## config.mk

```make
export PLATFORM = sky130hd
export DESIGN_NAME = sopc_scope_sys_nios2_qsys_0_oci_dct_ctrl
export DESIGN_NICKNAME = d
export VERILOG_FILES = /design/src/rtl/sopc_scope_sys_nios2_qsys_0_oci_dct_ctrl.sv
export SDC_FILE = /design/constraint.sdc
export NUM_CORES = 1
export LEC_CHECK = 0
export ABC_AREA = 1
export BUFFER_PORTS_ARGS = -buffer_cell sky130_fd_sc_hd__buf_2
export CAP_MARGIN = 5
export CORE_MARGIN = 2
export CORE_UTILIZATION = 40
export CTS_BUF_LIST = sky130_fd_sc_hd__clkbuf_4
export DETAILED_ROUTE_END_ITERATION = 8
export PLACE_DENSITY_LB_ADDON = 0.3
export SYNTH_ARGS = -nofsm -noshare
export SYNTH_HDL_FRONTEND = slang
export SYNTH_SLANG_ARGS = --single-unit
export TNS_END_PERCENT = 5
```

## constraint.sdc

```tcl
create_clock -name clk -period 2.6 [get_ports clk]
set_input_delay 0.65 -clock clk [delete_from_list [all_inputs] [get_ports clk]]
set_output_delay 0.65 -clock clk [all_outputs]
set_load 0.01 [all_outputs]
```

## src/rtl/sopc_scope_sys_nios2_qsys_0_oci_dct_ctrl.sv

```systemverilog
// Trace-atom packer: collects 2-bit atoms into a 30-bit buffer and emits it
// as one frame when it is full, on flush, or at end of test.
module sopc_scope_sys_nios2_qsys_0_oci_dct_ctrl #(
  parameter int unsigned FULL_COUNT = 15
) (
  input  logic        clk,
  input  logic        reset,
  input  logic        atom_valid,
  input  logic [1:0]  atom_data,
  output logic        atom_ready,
  input  logic        flush,
  input  logic        test_ending,
  output logic        out_valid,
  output logic [29:0] out_data,
  output logic [3:0]  out_count,
  input  logic        out_ready,
  output logic        test_has_ended,
  output logic [15:0] frame_count
);

  localparam logic [3:0] FULL = 4'(FULL_COUNT);

  typedef enum logic [1:0] {S_FILL, S_EMIT, S_DONE} state_t;

  state_t      r_state, w_state_next;
  logic [29:0] r_buf;
  logic [3:0]  r_cnt;
  logic        r_end;
  logic [15:0] r_frames;

  logic        w_accept, w_end, w_emit_done;
  logic [3:0]  w_cnt_acc;
  logic [29:0] w_buf_acc;

  assign w_accept    = (r_state == S_FILL) && atom_valid;
  assign w_end       = r_end | test_ending;
  assign w_emit_done = (r_state == S_EMIT) && out_ready;
  assign w_cnt_acc   = r_cnt + {3'b000, w_accept};
  // Buffer bits above the fill point are always zero, so OR-ing in the new atom suffices.
  assign w_buf_acc   = w_accept ? (r_buf | ({28'b0, atom_data} << {r_cnt, 1'b0})) : r_buf;

  always_ff @(posedge clk or posedge reset) begin
    if (reset) r_state <= S_FILL;
    else       r_state <= w_state_next;
  end

  always_comb begin
    w_state_next = r_state;
    unique case (r_state)
      S_FILL: begin
        if (w_cnt_acc == FULL)                        w_state_next = S_EMIT;
        else if ((flush || w_end) && w_cnt_acc != '0) w_state_next = S_EMIT;
        else if (w_end)                               w_state_next = S_DONE;
      end
      S_EMIT:  if (out_ready) w_state_next = w_end ? S_DONE : S_FILL;
      default: w_state_next = S_DONE;
    endcase
  end

  always_comb begin
    atom_ready     = (r_state == S_FILL);
    out_valid      = (r_state == S_EMIT);
    test_has_ended = (r_state == S_DONE);
    out_data       = out_valid ? r_buf : '0;
    out_count      = out_valid ? r_cnt : '0;
    frame_count    = r_frames;
  end

  always_ff @(posedge clk or posedge reset) begin
    if (reset) begin
      r_buf    <= '0;
      r_cnt    <= '0;
      r_end    <= 1'b0;
      r_frames <= '0;
    end else begin
      r_end <= w_end;
      if (w_emit_done) begin
        r_buf <= '0;
        r_cnt <= '0;
        if (r_frames != '1) r_frames <= r_frames + 16'd1;
      end else if (w_accept) begin
        r_buf <= w_buf_acc;
        r_cnt <= w_cnt_acc;
      end
    end
  end

endmodule

```

== Yosys cells after proc, flatten, opt, wreduce, memory -nomap -nowiden ==
Cells that the tools add are included.

* Bits in registers: 53
* Bits in latches: 0
* Memory bits (writable): 0
* Memory bits (read-only): 0
* Input bits: 8
* Output and inout port bits: 53
* Logic and storage cells: 37
* Memories kept: 0

* Add/subtract/negate cells: 2
* Multiply operators: 0
* Div/mod/pow operators: 0
* $lt $le $gt $ge: 0
* Equality and inequality tests: 6
* Shifts and indexed selects: 1
* Mux-type cells: 12
* Bitwise operators: 2
* Reduce and logical (&&, ||, !) cells: 9

{| class="wikitable"
|+ Operator list
! kind !! number
|-
| $mux 30 || 3
|-
| $or 30x30->30 || 1
|-
| $shl 2x5->30 || 1
|-
| $add 16x1->16 const B || 1
|-
| $ne 16x16->1 const B || 1
|-
| $mux 4 || 3
|-
| $mux 2 || 5
|-
| $add 4x1->4 || 1
|-
| $eq 4x4->1 const B || 1
|-
| $ne 4x1->1 const B || 1
|-
| $pmux 2 s2 || 1
|-
| $reduce_and 2->1 || 2
|-
| $reduce_bool 4->1 || 1
|-
| $logic_and 1x1->1 || 3
|-
| $eq 2x1->1 const B || 1
|-
| $eq 2x2->1 const B || 1
|-
| $logic_not 2->1 || 1
|-
| $ne 2x1->1 const B || 1
|-
| $reduce_bool 2->1 || 1
|-
| $logic_or 1x1->1 || 1
|-
| $or 1x1->1 || 1
|}

== Longest topological paths before layout ==
Gate-level depths: netlist of run 1.

* Word-level depth: 8
* Gate-level depth with buffers: 14
* Depth with buffers taken out: 14

== Worst setup path after synthesis of run 1 ==
No wires, ideal clock.

* Kind: input-to-reg
* Start: in atom_valid
* End: reg r_state[1]
* Setup time: 0.117 ns
* Arrival: 1.848 ns
* Required time: 2.483 ns
* Setup slack: 0.635 ns
* Stages on the path: 12
* Path buffers: 0
* Cells stage by stage: nand2_1 inv_1 ha_1 ha_1 nor2_1 nand3_1 nand2_1 nand2_1 nand2_1 nand2_1 nand3_1 nor2_1

* Word-level cells in the longest chain between the ends: 7
* Elaborated cells on any way between the ends: 10
* Those cells by class: add/sub (1); eq/ne (2); mux (3); reduce/logical (4)

{| class="wikitable"
|+ Ends and longest elaborated chain
! what !! RTL line !! source
|-
| start, declared || 8 || <nowiki>input logic atom_valid,</nowiki>
|-
| $logic_and 1x1->1 * || 35 || <nowiki>assign w_accept = (r_state == S_FILL) && atom_valid;</nowiki>
|-
| $add 4x1->4 * || 38 || <nowiki>assign w_cnt_acc = r_cnt + {3'b000, w_accept};</nowiki>
|-
| $reduce_bool 4->1 || 52 || <nowiki>else if ((flush || w_end) && w_cnt_acc != '0) w_state_next = S_EMIT;</nowiki>
|-
| $logic_and 1x1->1 || 52 ||
|-
| $mux 2 || 52 ||
|-
| $mux 2 || 51 || <nowiki>if (w_cnt_acc == FULL) w_state_next = S_EMIT;</nowiki>
|-
| $pmux 2 s2 || 49 || <nowiki>unique case (r_state)</nowiki>
|-
| end signal, assigned || 44 || <nowiki>else r_state <= w_state_next;</nowiki>
|-
| end, declared || 25 || <nowiki>state_t r_state, w_state_next;</nowiki>
|}

Every way passes the cells marked *; elsewhere a longest branch is shown, timed or not.
A chain may end at the register's enable or synchronous reset.

== Final worst setup path of run 1 ==
* Start: reg r_state[0]
* End: out out_data[23]

* Word-level cells in the longest chain between the ends: 2

{| class="wikitable"
|+ Ends and longest elaborated chain
! what !! RTL line !! source
|-
| $eq 2x1->1 || 62 || <nowiki>out_valid = (r_state == S_EMIT);</nowiki>
|-
| $mux 30 || 64 || <nowiki>out_data = out_valid ? r_buf : '0;</nowiki>
|-
| end, declared || 14 || <nowiki>output logic [29:0] out_data,</nowiki>
|}

No other way between the ends.

==> run summary, run 1 <==
The tools report the TritonCTS buffer count as 5. The detailed-route DRC error count came out at 0. The run gives 0 as the total of warnings raised by yosys.

The final setup TNS came out at 0 ns. Static timing analysis puts the maximum clock frequency at 416 MHz. The clock network accounts for 17.5% of the total power. Once detailed placement completed, the half-perimeter wirelength came to 4.69 mm.

The logs give 54 for the pin count of the biggest net entering global routing and 75.8% for the normalized max-slew margin. The predominant post-synthesis flop cell was dfrtp_1. In this run, synthesis inferred 0 flip-flops with an integrated enable.

Counting instances in the post-synthesis netlist gives the leading cell types as nand2_1, nor2_1, dfrtp_1. The tools report the die footprint as 7730 um2. The layout cell share with drive strength beyond 1 is 20.0%.

The class of the worst hold path was in -> async. Aggregate global routing overflow: 0. The tools report the max capacitance violation total as 0. Kind of launch point of the worst setup path: a flop. Share of the synthesized area in the top cell type: 47.1%.

Critical path start-end classification: reg -> out. The initial antenna violation count came out at 0. STA puts the critical path data arrival time at 1.75 ns. Clock-pin slew was measured on the worst setup and hold paths at 0.16 ns. The final max-slew violation count was 0. Number of register bits inferred by synthesis: 53. Setup repair after global routing left no endpoint under its margin. The worst-case IR drop observed on VDD is 217 uV. The count of distinct cell types in the synthesized netlist is 28. At the end of the flow, the number of nets in the layout was 445. For this design the ratio of total power to cell area is 645 nW/um2. The sequential group share of total power is 56.5%, and the share of the clock period used by the worst path after layout is 92.4%. The detailed-route wire length per cell came out at 12.3 um.

The die is 87.9 um wide. The number of failing hold endpoints at the final stage came out at 0. The most critical setup path has its startpoint at r_state[0]. Prior to clock tree synthesis, the placed netlist has a worst setup slack of 0.398 ns.

For the worst flop-to-flop path, the logic depth is 13. For the number of buffers inserted for hold repair after clock tree synthesis, the log shows 0. The run finished with clean final reports. The clock insertion delay at the later pin of the skew report was 0.37 ns. For this design the static power due to leakage is 0.00172 uW. The pre-antenna-repair detailed-routing pass consisted of 4 iterations.

The cell area after synthesis came out at 2820 um2. The post-layout minimum cycle time is 2.40 ns. The number of buffers inserted by port buffering is 60.

The synthesized design spends more area on one cell type than any other, namely dfrtp_1. The logs give 2462 for the total number of vias and 0.0163 ns for the final clock skew. In this run the critical register-to-register path is captured at r_state[1].

Averaged over all synthesized cells, the footprint is 7.53 um2. The layout-stage area growth over the synthesis result was 15.8%. Combinational cells account for 26.0% of the total power. The first global-routing pass estimated 10.6 mm of wire.

The run gives 41.5% as the effective utilization at floorplan. After detailed routing, the number of vias per cell comes to 4.65. 0 antenna diodes ended up in the layout. During I/O placement, the number of pins put on the boundary was 61. In this run the remaining antenna-violating nets after routing total 0. The logs give 53 for the total number of clock tree sinks and 710 for the number of filler instances in the final layout. Yosys attributes the largest share of cell area to dfrtp_1, nand2_1, nor2_1. The logs give 385 for the synthesized net count and 103 for the first-iteration detailed-routing DRC count. Overall power consumption after layout is estimated at 2100 uW. After technology mapping, the gate count stands at 374. Clock tree synthesis selected as its root buffer the cell clkbuf_4.

The tools report the final-report setup violation count as 0. The number of rows created at floorplan was 30. The core region is 6790 um2.

CTS built an H-tree with a depth of 2. The analysis attributes to net switching a power of 753 uW. The number of global-route vias before repair came out at 2280. Of the synthesized area, sequential elements account for 47.1%. The destination of the critical timing path was out_data[23].

Counting flops with an async set or reset pin after synthesis yields a share of 100%. Global routing consumed, over all layers together, 17.3% of the routing resources. In this run the worst path has a maximum fanout of 27.

The switching part of the total power came out at 35.8%. The reg-to-reg startpoint is r_state[1]. At the end of routability-driven placement, the weighted congestion stood at 0.840.

The final layout contains routed wiring with a total length of 6.51 mm. Across all register-to-register paths, the minimum setup slack is 0.62 ns. For the pin with the worst max-slew slack, the measured transition is 0.362 ns. Measured along the y axis, the die boundary spans 87.9 um. The maximum buffer depth of the clock tree was 2.

TritonCTS built the clock tree. The dominant cell by count in the synthesized netlist was nand2_1. Cell internal power was estimated by the tool at 1350 uW. The tools report the nature of the critical path endpoint as an output pin. For the worst setup path, the data required time is 1.95 ns. The final critical-path setup slack is 0.198 ns.
==> metrics by stage <==
step	instances	area (um2)	hold slack, ns	utilization [%]
6_report	530	3260	0.307	48.0
5_1_grt	530	3260	0.315	48.0
4_1_cts	528	3240	0.312	47.7
3_5_place_dp	521	3190	0.465	47.0
3_3_place_gp	521	3190	0.463	47.0
2_1_floorplan	374	2820	0.441	-
==> cell type report <==
cell class	count	area (um2)	share of cell area (%)
sequential	53	1330	40.7
multi-input combinational	256	1210	37.2
timing repair buffer	65	350	10.7
inverter	53	203	6.21
tap	96	120	3.68
clock buffer	6	45.0	1.38
clock inverter	1	3.75	0.115
==> worst min path at each step <==
stage | from | endpoint | slack [ns] | cells after the start
global route | reset | r_buf[29] | 0.31 | 3
CTS | reset | frame_count[5] | 0.31 | 3
global placement | r_end | r_end | 0.46 | 2
detailed placement | r_end | r_end | 0.46 | 2
finish | reset | r_buf[29] | 0.31 | 3
floorplan | r_end | r_end | 0.44 | 2
==> flip-flops by register name (all words and copies together), names as in the netlist <==
name / cells
r_state: 2
r_buf: 30
frame_count: 16
r_end: 1
r_cnt: 4
==> critical path, stage by stage, from the launching register on <==
cell        delay [ns]
dfrtp_1           0.42
inv_1             0.08
nor2_4            0.16
clkinvlp_4        0.18
buf_4             0.25
nor2_1            0.13
buf_2             0.14
==> placed cells by master, fill, tap and decap left out, drive strengths merged <==
cell type and n:
nand2 107, inv 52, clkbuf 6, o22ai 1, nor3 7, nand3b 1
xnor2 8, clkinvlp 1, clkinv 1, nand3 15, buf 65, nor2 66
and2 1, dfrtp 53, o41ai 1, ha 3, nand4 4, or2 1
xor2 5, o21ai 7, a21oi 29
==> what timing repair did <==
item | in CTS | in global routing
resized for setup | 0 | 1
setup endpoints to repair | 0 | 13
setup buffers | 0 | 2
==> cells by family after synthesis <==
kind of cell / count (synthesis) / share of synthesized area [%]
XOR/XNOR: 13 / 4.04
buffers and inverters: 65 / 9.82
flip-flops: 53 / 47.1
AND/OR/NAND/NOR: 202 / 30.8
AO/OA/AOI/OAI: 38 / 6.93
adder cells (fa/ha/maj): 3 / 1.33
==> power by group through the flow <==
stage	registers, uW	logic (uW)	clock network (uW)
finish	1190	547	368
global route	1210	631	414
CTS	1190	550	384
detailed placement	1210	548	0
global placement	1190	529	0
floorplan	1150	441	0
==> layer usage <==
layer / wire, um / up-vias / global-route usage (%) / share of wire [%]
met1: 3190 / 1141 / 23.8 / 49
li1: - / 1263 / - / -
met4: 75 / 0 / 5.03 / 1.2
met3: 239 / 6 / 3.02 / 3.7
met2: 3010 / 52 / 28.2 / 46
met5: 0 / - / 0 / 0
(Power assumes the default switching activity.)
==> run 2: changes to the inputs <==
- ABC_AREA: 1 -> unset
==> run 2 against run 1 <==
Maximum frequency grew 2.8%. First-iteration DRC count grew 35%. Flip-flop and latch count is the same. Die area shrank 3.3%. Synthesized cell count shrank 30%. Clock power shrank 5%. Synthesized area shrank 3.5%.
==> run summary, run 2 <==
The final max-slew violation count was 0 (unchanged). The total of warnings raised by yosys was 0 (unchanged). The die extent in x is 86.4 um (-1.7%). The library cell used most frequently in the layout, excluding fill and tap cells, is buf_2. The overall power of the completed layout is 1290 uW (-39%), and the number of nets with antenna violations after routing is 0 (unchanged). The number of cells on the worst reg-to-reg path is 6 (-7), and the number of instances resized during post-cts repair is 0 (unchanged). The tightest min-delay check is of the in -> async type.

The number of post-CTS setup repair buffers was 0 (unchanged). Compared with the post-synthesis result, the final layout area differs by 15.3%. The final layout net count is 329 (-26%), and the detailed-route DRC error count is 0 (unchanged). For the number of global-route vias before repair, the log shows 1939 (-15%).

In this run the critical register-to-register path is captured at r_state[1]. The pin count of the biggest net entering global routing is 37 (-31%). The layout cell share with drive strength beyond 1 works out to 28.0% (+7.9 points).

The achievable frequency is 428 MHz (+2.8%). In the layout the commonest cells are buf_2, dfrtp_1, and2_1. The share of flip-flops with an asynchronous set or reset after synthesis was 100% (unchanged); the share of the synthesized area in the top cell type was 48.8% (+1.7 points).

The tools report the routability congestion estimate from global placement as 0.762 (-9.3%). Dominant cell by count in the synthesized netlist: dfrtp_1. The run gives 139 (+35%) as the first-iteration detailed-routing DRC count. For the TritonCTS buffer count, the log shows 5 (unchanged). The y dimension of the die was 86.4 um (-1.7%); the number of placed instances with taps included was 391 (-25%).

The number of buffers inserted by port buffering works out to 60 (unchanged). The most critical setup path has its startpoint at r_state[0]. The tools report the leakage component of the power as 0.00161 uW (-6.8%). The critical path is of the reg -> out type. For the cell area after synthesis, the log shows 2720 um2 (-3.5%). The post-layout minimum cycle time was 2.34 ns (-0.0663 ns). The share of the clock period used by the worst path after layout was 89.8% (-2.5 points); the mean area per synthesized cell was 10.4 um2 (+38%).

The detailed-route wire length per cell was 14.8 um (+20%). For the placed wire-length estimate after detailed placement, the log shows 4.14 mm (-12%). The power per standard cell area is 412 nW/um2 (-36%), and the data arrival time of the worst path is 1.69 ns (-0.06 ns).

The peak fanout along the critical path is 36 (+33%). The number of flip-flops in the largest register is 30 (unchanged). The worst setup path is captured at an output pin. Total number of clock tree sinks: 53 (unchanged). In this run the worst setup path terminates at out_data[6]. The worst setup path is launched from a flop.

The area of the core is 6680 um2 (-1.7%). The largest individual stage delay along the critical path comes from the cell dfrtp_1. The max capacitance violation total was 0 (unchanged); the final setup TNS was 0 ns (unchanged). The maximum buffer depth of the clock tree was 2 (unchanged); the synthesized netlist cell count was 262 (-30%). The logs give 16.1% (-1.2 points) for the global-route usage over all layers and 46 (+64%) for the count of distinct cell types in the synthesized netlist.

Setup repair after global routing left no endpoint under its margin. The actual transition at the worst max-transition pin was 0.683 ns (+0.321 ns). Number of vias per cell: 5.29 (+14%). Among all flip-flop cells after synthesis, the most frequent one is dfrtp_1. Number of buffers inserted for hold repair after clock tree synthesis: 0 (unchanged).

The number of flops mapped to enable cells by yosys is 0 (unchanged). For the data required time of the critical path, the log shows 1.95 ns (about the same). Routed wire length: 5.88 mm (-9.7%). The critical path goes through nor2b_1 -> buf_4 -> and2_1 -> buf_2. The tools report the final-report setup violation count as 0 (unchanged).

The clock insertion delay at the later pin of the skew report is 0.36 ns (about the same), and the clock-pin slew on the worst setup and hold paths is 0.14 ns (-0.02 ns). The flow ran to the end, and the final reports show no timing, DRC or antenna violations. The total number of vias came out at 2107 (-14%).

The largest total area in the synthesized netlist belongs to dfrtp_1. The tools report the die footprint as 7470 um2 (-3.3%). Number of iterations in the first detailed-routing pass: 4 (unchanged).

For the reg2reg setup slack, the log shows 0.52 ns (-0.10 ns). The number of register bits inferred by synthesis came out at 53 (unchanged). TritonCTS built the clock tree.

The clock root buffer is clkbuf_4. For the final clock skew, the log shows 0.0130 ns (-0.00329 ns). After synthesis, the most frequently instantiated cells are dfrtp_1, and2_1, nor2_1. The logs give 61 (unchanged) for the number of I/O pins and 48.8% (+1.7 points) for the post-synthesis sequential area ratio. The logs give 267 uV (+23%) for the worst IR drop on VDD and 0 (unchanged) for the aggregate global routing overflow.

Antenna diode count: 0 (unchanged). The run gives 30 (unchanged) as the number of rows created at floorplan. The tools report the post-route non-filler standard cell count as 398 (-25%).

The biggest cell delay along the critical path works out to 0.54 ns (+0.12 ns). The first-pass GRT wire length is 9.63 mm (-9.3%), and the synthesized net count is 273 (-29%). Initial antenna violation count: 0 (unchanged).

The run gives 54.1% (-22 points) as the normalized max-slew margin. The register bank with the most flops is r_buf. By area the synthesized netlist is led by dfrtp_1, and2_1, o21a_1. For the number of failing hold endpoints at the final stage, the log shows 0 (unchanged). The tools report the reg-to-reg startpoint as r_cnt[0]. For the effective utilization at floorplan, the log shows 40.7% (-0.78 points). The number of levels the H-tree was split into is 2 (unchanged).
==> run 2: cell types whose count changed in the layout (fill, tap and decap cells not counted), sizes merged, moves of 7 or more <==
cell | before | now
nor4 | 0 | 7
xnor2 | 8 | 1
nand3 | 15 | 5
nor2 | 66 | 34
xor2 | 5 | 14
o21a | 0 | 28
and2 | 1 | 34
nand2 | 107 | 10
a21oi | 29 | 1
inv | 52 | 3
==> run 2: cells by family (layout without fill, tap and decap cells) <==
| family | count (synthesis) | after routing | share of synthesized area (%) |
|---|---|---|---|
| mux | 1 | 1 | 0.552 |
| flops | 53 | 53 | 48.8 |
| compound gates | 49 | 49 | 14.7 |
| xor+xnor | 15 | 15 | 4.83 |
| fa+ha+maj | 3 | 3 | 1.38 |
| simple gates | 122 | 122 | 26.7 |
| buf+inv | 19 | 75 | 3.04 |
==> run 2: through the flow <==
stage	hold WS, ns	utilization (%)	worst slack (ns)	cell area (um2)
2_1_floorplan	0.436	-	0.336	2720
3_3_place_gp	0.455	46.2	0.403	3080
3_5_place_dp	0.468	46.2	0.259	3080
4_1_cts	0.274	46.9	0.245	3130
5_1_grt	0.292	46.9	0.130	3130
6_report	0.264	46.9	0.264	3130
==> run 2: where the power goes <==
part / switching (uW) / internal (uW)
logic: 41.7 / 29.9
clock network: 242 / 109
registers: 27.4 / 842
total: 311 / 981
==> run 2: worst min-delay path by stage <==
stage / endpoint / slack (ns) / cells after the start
6_report: frame_count[15] / 0.26 / 2
3_5_place_dp: r_end / 0.47 / 1
3_3_place_gp: r_end / 0.45 / 1
4_1_cts: r_buf[0] / 0.27 / 2
5_1_grt: frame_count[15] / 0.29 / 2
2_1_floorplan: r_end / 0.44 / 1
==> run 2: layer usage <==
metal	global-route usage (%)	part of all wire (%)	vias to the layer above
met5	0	0	-
met4	4.97	1.2	0
met3	3.05	4.2	6
met2	25.4	48	38
met1	22.6	47	1045
li1	-	-	1018
==> run 2: worst max-delay path: cells and delay by family (launching register included) <==
family / cells / cell delay (ns)
simple gates: 2 / 0.36
flops: 1 / 0.54
buf+inv: 2 / 0.41
==> run 2: area by class of cell <==
| type | instances | area [um2] |
|---|---|---|
| fill | 673 | 3550 |
| tap | 80 | 100 |
| inverter | 3 | 11.3 |
| clock inverter | 1 | 3.75 |
| timing repair buffer | 65 | 338 |
| clock buffer | 6 | 45.0 |
| sequential | 53 | 1330 |
| multi-input combinational | 190 | 1310 |
==> run 3: changes to the inputs <==
- clock period: 2.6 -> 1.9 ns (I/O delays scaled with it)
==> run 3 against run 2 <==
Global-route usage increased by 0.10 points. Clock skew shrank 0.0047 ns. Largest power group unchanged. Total power increased by 60%. Worst hold slack worse by 0.14 ns. Clock-buffer cell count fell by 1. Core utilization up 3.2 points. Register-to-register slack got worse by 0.46 ns. Largest cell class is now multi-input gates. First-iteration DRC count rose by 7.2%. Wire length is 2.4% lower. Via count grew 0.66%.
==> run summary, run 3 (synthesis gave the netlist of run 2 again) <==
The run finished with clean final reports. The pin count of the biggest net entering global routing is 54 (+46%). Family with the most delay on the worst path: flip-flops. The first-pass GRT wire length was 9.65 mm (+0.29%). Total number of vias: 2121 (+0.66%). The worst setup path is launched from a flop. The run gives 450 uW (+45%) as the switching power. The initial antenna violation count is 0 (unchanged), and the die footprint is 7470 um2 (unchanged). The layout cell share with drive strength beyond 1 is 33.4% (+5.4 points), and the reg2reg setup slack is 0.06 ns (-0.46 ns). The clock group share of total power is 36.7% (+9.5 points), and the final clock skew is 0.00829 ns (-0.00471 ns).

Final max-slew violation count: 0 (unchanged). The number of cells on the worst reg-to-reg path was 8 (+2). The internal power contribution came out at 1620 uW (+65%). The peak fanout along the critical path is 32 (-11%). The achievable frequency is 532 MHz, and the register area is 1330 um2 (+0.19%).

The reg-to-reg endpoint was r_state[0]. The run gives 1370 um2 (+4.6%) as the combined area of the multi-input logic cells. The number of rows created at floorplan was 30 (unchanged); the number of buffers inserted by port buffering was 60 (unchanged).

The met1 track demand over resource was 22.5% (-0.18 points). The min-delay analysis places its worst path in the category in -> async. More flip-flops sit in one register than any other, and that register is r_buf. After layout, the minimum clock period comes to 1.88 ns.

The part of the total power dissipated in combinational logic was 6.7% (+1.2 points). The final-report setup violation count is 0 (unchanged), and the routed wire length is 5.74 mm (-2.4%). The tree is rooted in a clkbuf_4. The routability congestion estimate from global placement was 0.820 (+7.6%); the final layout net count was 336 (+2.1%).

The number of I/O pins was 61 (unchanged); the effective utilization at floorplan was 40.7% (unchanged). The critical-path cell with the highest stage delay was dfrtp_2. The worst IR drop on VDD is 296 uV (+11%), and the data arrival time of the worst path is 1.40 ns (-0.29 ns).

Fraction of met3 tracks used by global routing: 2.67% (-0.38 points). The worst register-to-register path begins at r_state[1]. Setup repair after global routing could not meet its margin everywhere. The number of nets with antenna violations after routing is 0 (unchanged), and the cell area after layout is 3350 um2 (+6.8%). The tools report the normalized max-slew margin as 63.7% (+9.6 points).

The library cells used most frequently in the layout, excluding fill and tap cells, are buf_2, dfrtp_1, nor2_1. Antenna diode count: 0 (unchanged). The post-layout utilization of the core is 50.1% (+3.2 points).

For the number of global-route vias before repair, the log shows 2014 (+3.9%). Die extent in x: 86.4 um (unchanged). The biggest cell delay along the critical path is 0.45 ns (-0.09 ns), and the number of buffers inserted for hold repair after clock tree synthesis is 0 (unchanged). The number of vias per cell came out at 5.22 (-1.3%).

TritonCTS built the clock tree. The layout-stage area growth over the synthesis result was 23.1%; the share of the clock period used by the worst path after layout was 98.9%. The detailed-route wire length per cell is 14.1 um (-4.3%). For the worst slack on hold paths, the log shows 0.128 ns (-0.137 ns). Leaving out fill and tap cells, the most frequent cell in the layout is buf_2. The number of flip-flops in the largest register was 30 (unchanged); the TritonCTS buffer count was 5 (unchanged). The maximum buffer depth of the clock tree came out at 2 (unchanged). Clock insertion delay at the later pin of the skew report: 0.37 ns (about the same). The data required time of the critical path came out at 1.42 ns (-0.53 ns). The switching part of the total power works out to 21.7% (-2.3 points). The power per standard cell area was 619 nW/um2 (+50%). Peak-usage layer in the global routing report: met2.

The first-iteration detailed-routing DRC count was 149 (+7.2%). The signal on the critical path passes through nor2b_4 -> buf_12 -> and2_1 -> buf_2. The total number of clock tree sinks is 53 (unchanged).

The logs give 4.03 mm (-2.8%) for the placed wire-length estimate after detailed placement and 26.7% (+1.3 points) for the global routing usage on met2. The logs give 0 (unchanged) for the number of failing hold endpoints at the final stage and 637 (-5.3%) for the number of filler instances in the final layout. For the global-route usage over all layers, the log shows 16.2% (+0.10 points). The aggregate global routing overflow was 0 (unchanged). The clock-pin slew on the worst setup and hold paths works out to 0.15 ns (about the same). For the area of the core, the log shows 6680 um2 (unchanged).

The logs give 4 (unchanged) for the number of iterations in the first detailed-routing pass and 0 (unchanged) for the detailed-route DRC error count. The nature of the critical path endpoint is an output pin. The run gives 0 (unchanged) as the max capacitance violation total. The sequential group share of total power was 56.6% (-11 points).

Number of levels the H-tree was split into: 2 (unchanged). The placed cell area was 3180 um2 (+3.1%); the actual transition at the worst max-transition pin was 0.540 ns (-0.143 ns). The critical path start-end classification is reg -> out. The y dimension of the die is 86.4 um (unchanged), and the count of buffer and inverter cells on the critical path is 2 (unchanged).

For the leakage component of the power, the log shows 0.00168 uW (+4.5%).
## run 3: cell types whose count changed in the layout (fill, tap and decap cells not counted), sizes merged
cell / previous run / this run
bufinv: 0 / 2
clkbuf: 6 / 5
buf: 65 / 72
## run 3: how the worst max path moves through the flow
stage,start,cells past startpoint,end
6_report,r_state[1],4,out_data[6]
5_1_grt,r_state[1],4,out_data[6]
4_1_cts,r_state[1],4,out_data[2]
3_5_place_dp,atom_valid,8,r_state[0]
3_3_place_gp,atom_valid,8,r_state[0]
2_1_floorplan,reset,1,r_state[0]
## run 3: power by group through the flow
stage | combinational, uW | clock [uW] | sequential, uW
after floorplan | 87.1 | 0 | 1190
after global placement | 141 | 0 | 1190
after detailed placement | 144 | 0 | 1190
after CTS | 143 | 782 | 1170
after global routing | 158 | 813 | 1180
final | 140 | 760 | 1170
## run 3: final cells by class
type,count,area share (%)
repair buffers,72,13.0
multi-input cells,190,40.9
inverters,3,0.337
clock buffers,5,1.12
well taps,80,2.99
flip-flops and latches,53,39.7
clock inverters,3,1.94
## run 3: repair_timing
action                     4_1_cts  5_1_grt
buffers inserted                 2        0
gates resized for setup          7        4
setup endpoints to repair       35       35
pin swaps                        0        1
## run 3: worst min-delay path, stage by stage
cell and delay, ns:
buf_2 0.10, inv_2 0.06, buf_12 0.27
## run 3: per-layer routing
metal,up-vias,wire [um]
met5,-,0
met4,0,58
met3,6,224
met2,50,2870
met1,1035,2590
li1,1030,-
## run 3: through the flow
| stage | total power, uW | TNS [ns] | setup WS, ns | instances |
|---|---|---|---|---|
| 4_1_cts | 2100 | -0.0232 | -0.00763 | 406 |
| 2_1_floorplan | 1280 | 0 | 0.0231 | 262 |
| 3_3_place_gp | 1330 | 0 | 0.0964 | 396 |
| 6_report | 2070 | 0 | 0.0201 | 406 |
| 3_5_place_dp | 1340 | 0 | 0.0608 | 396 |
| 5_1_grt | 2150 | -1.72 | -0.0814 | 406 |
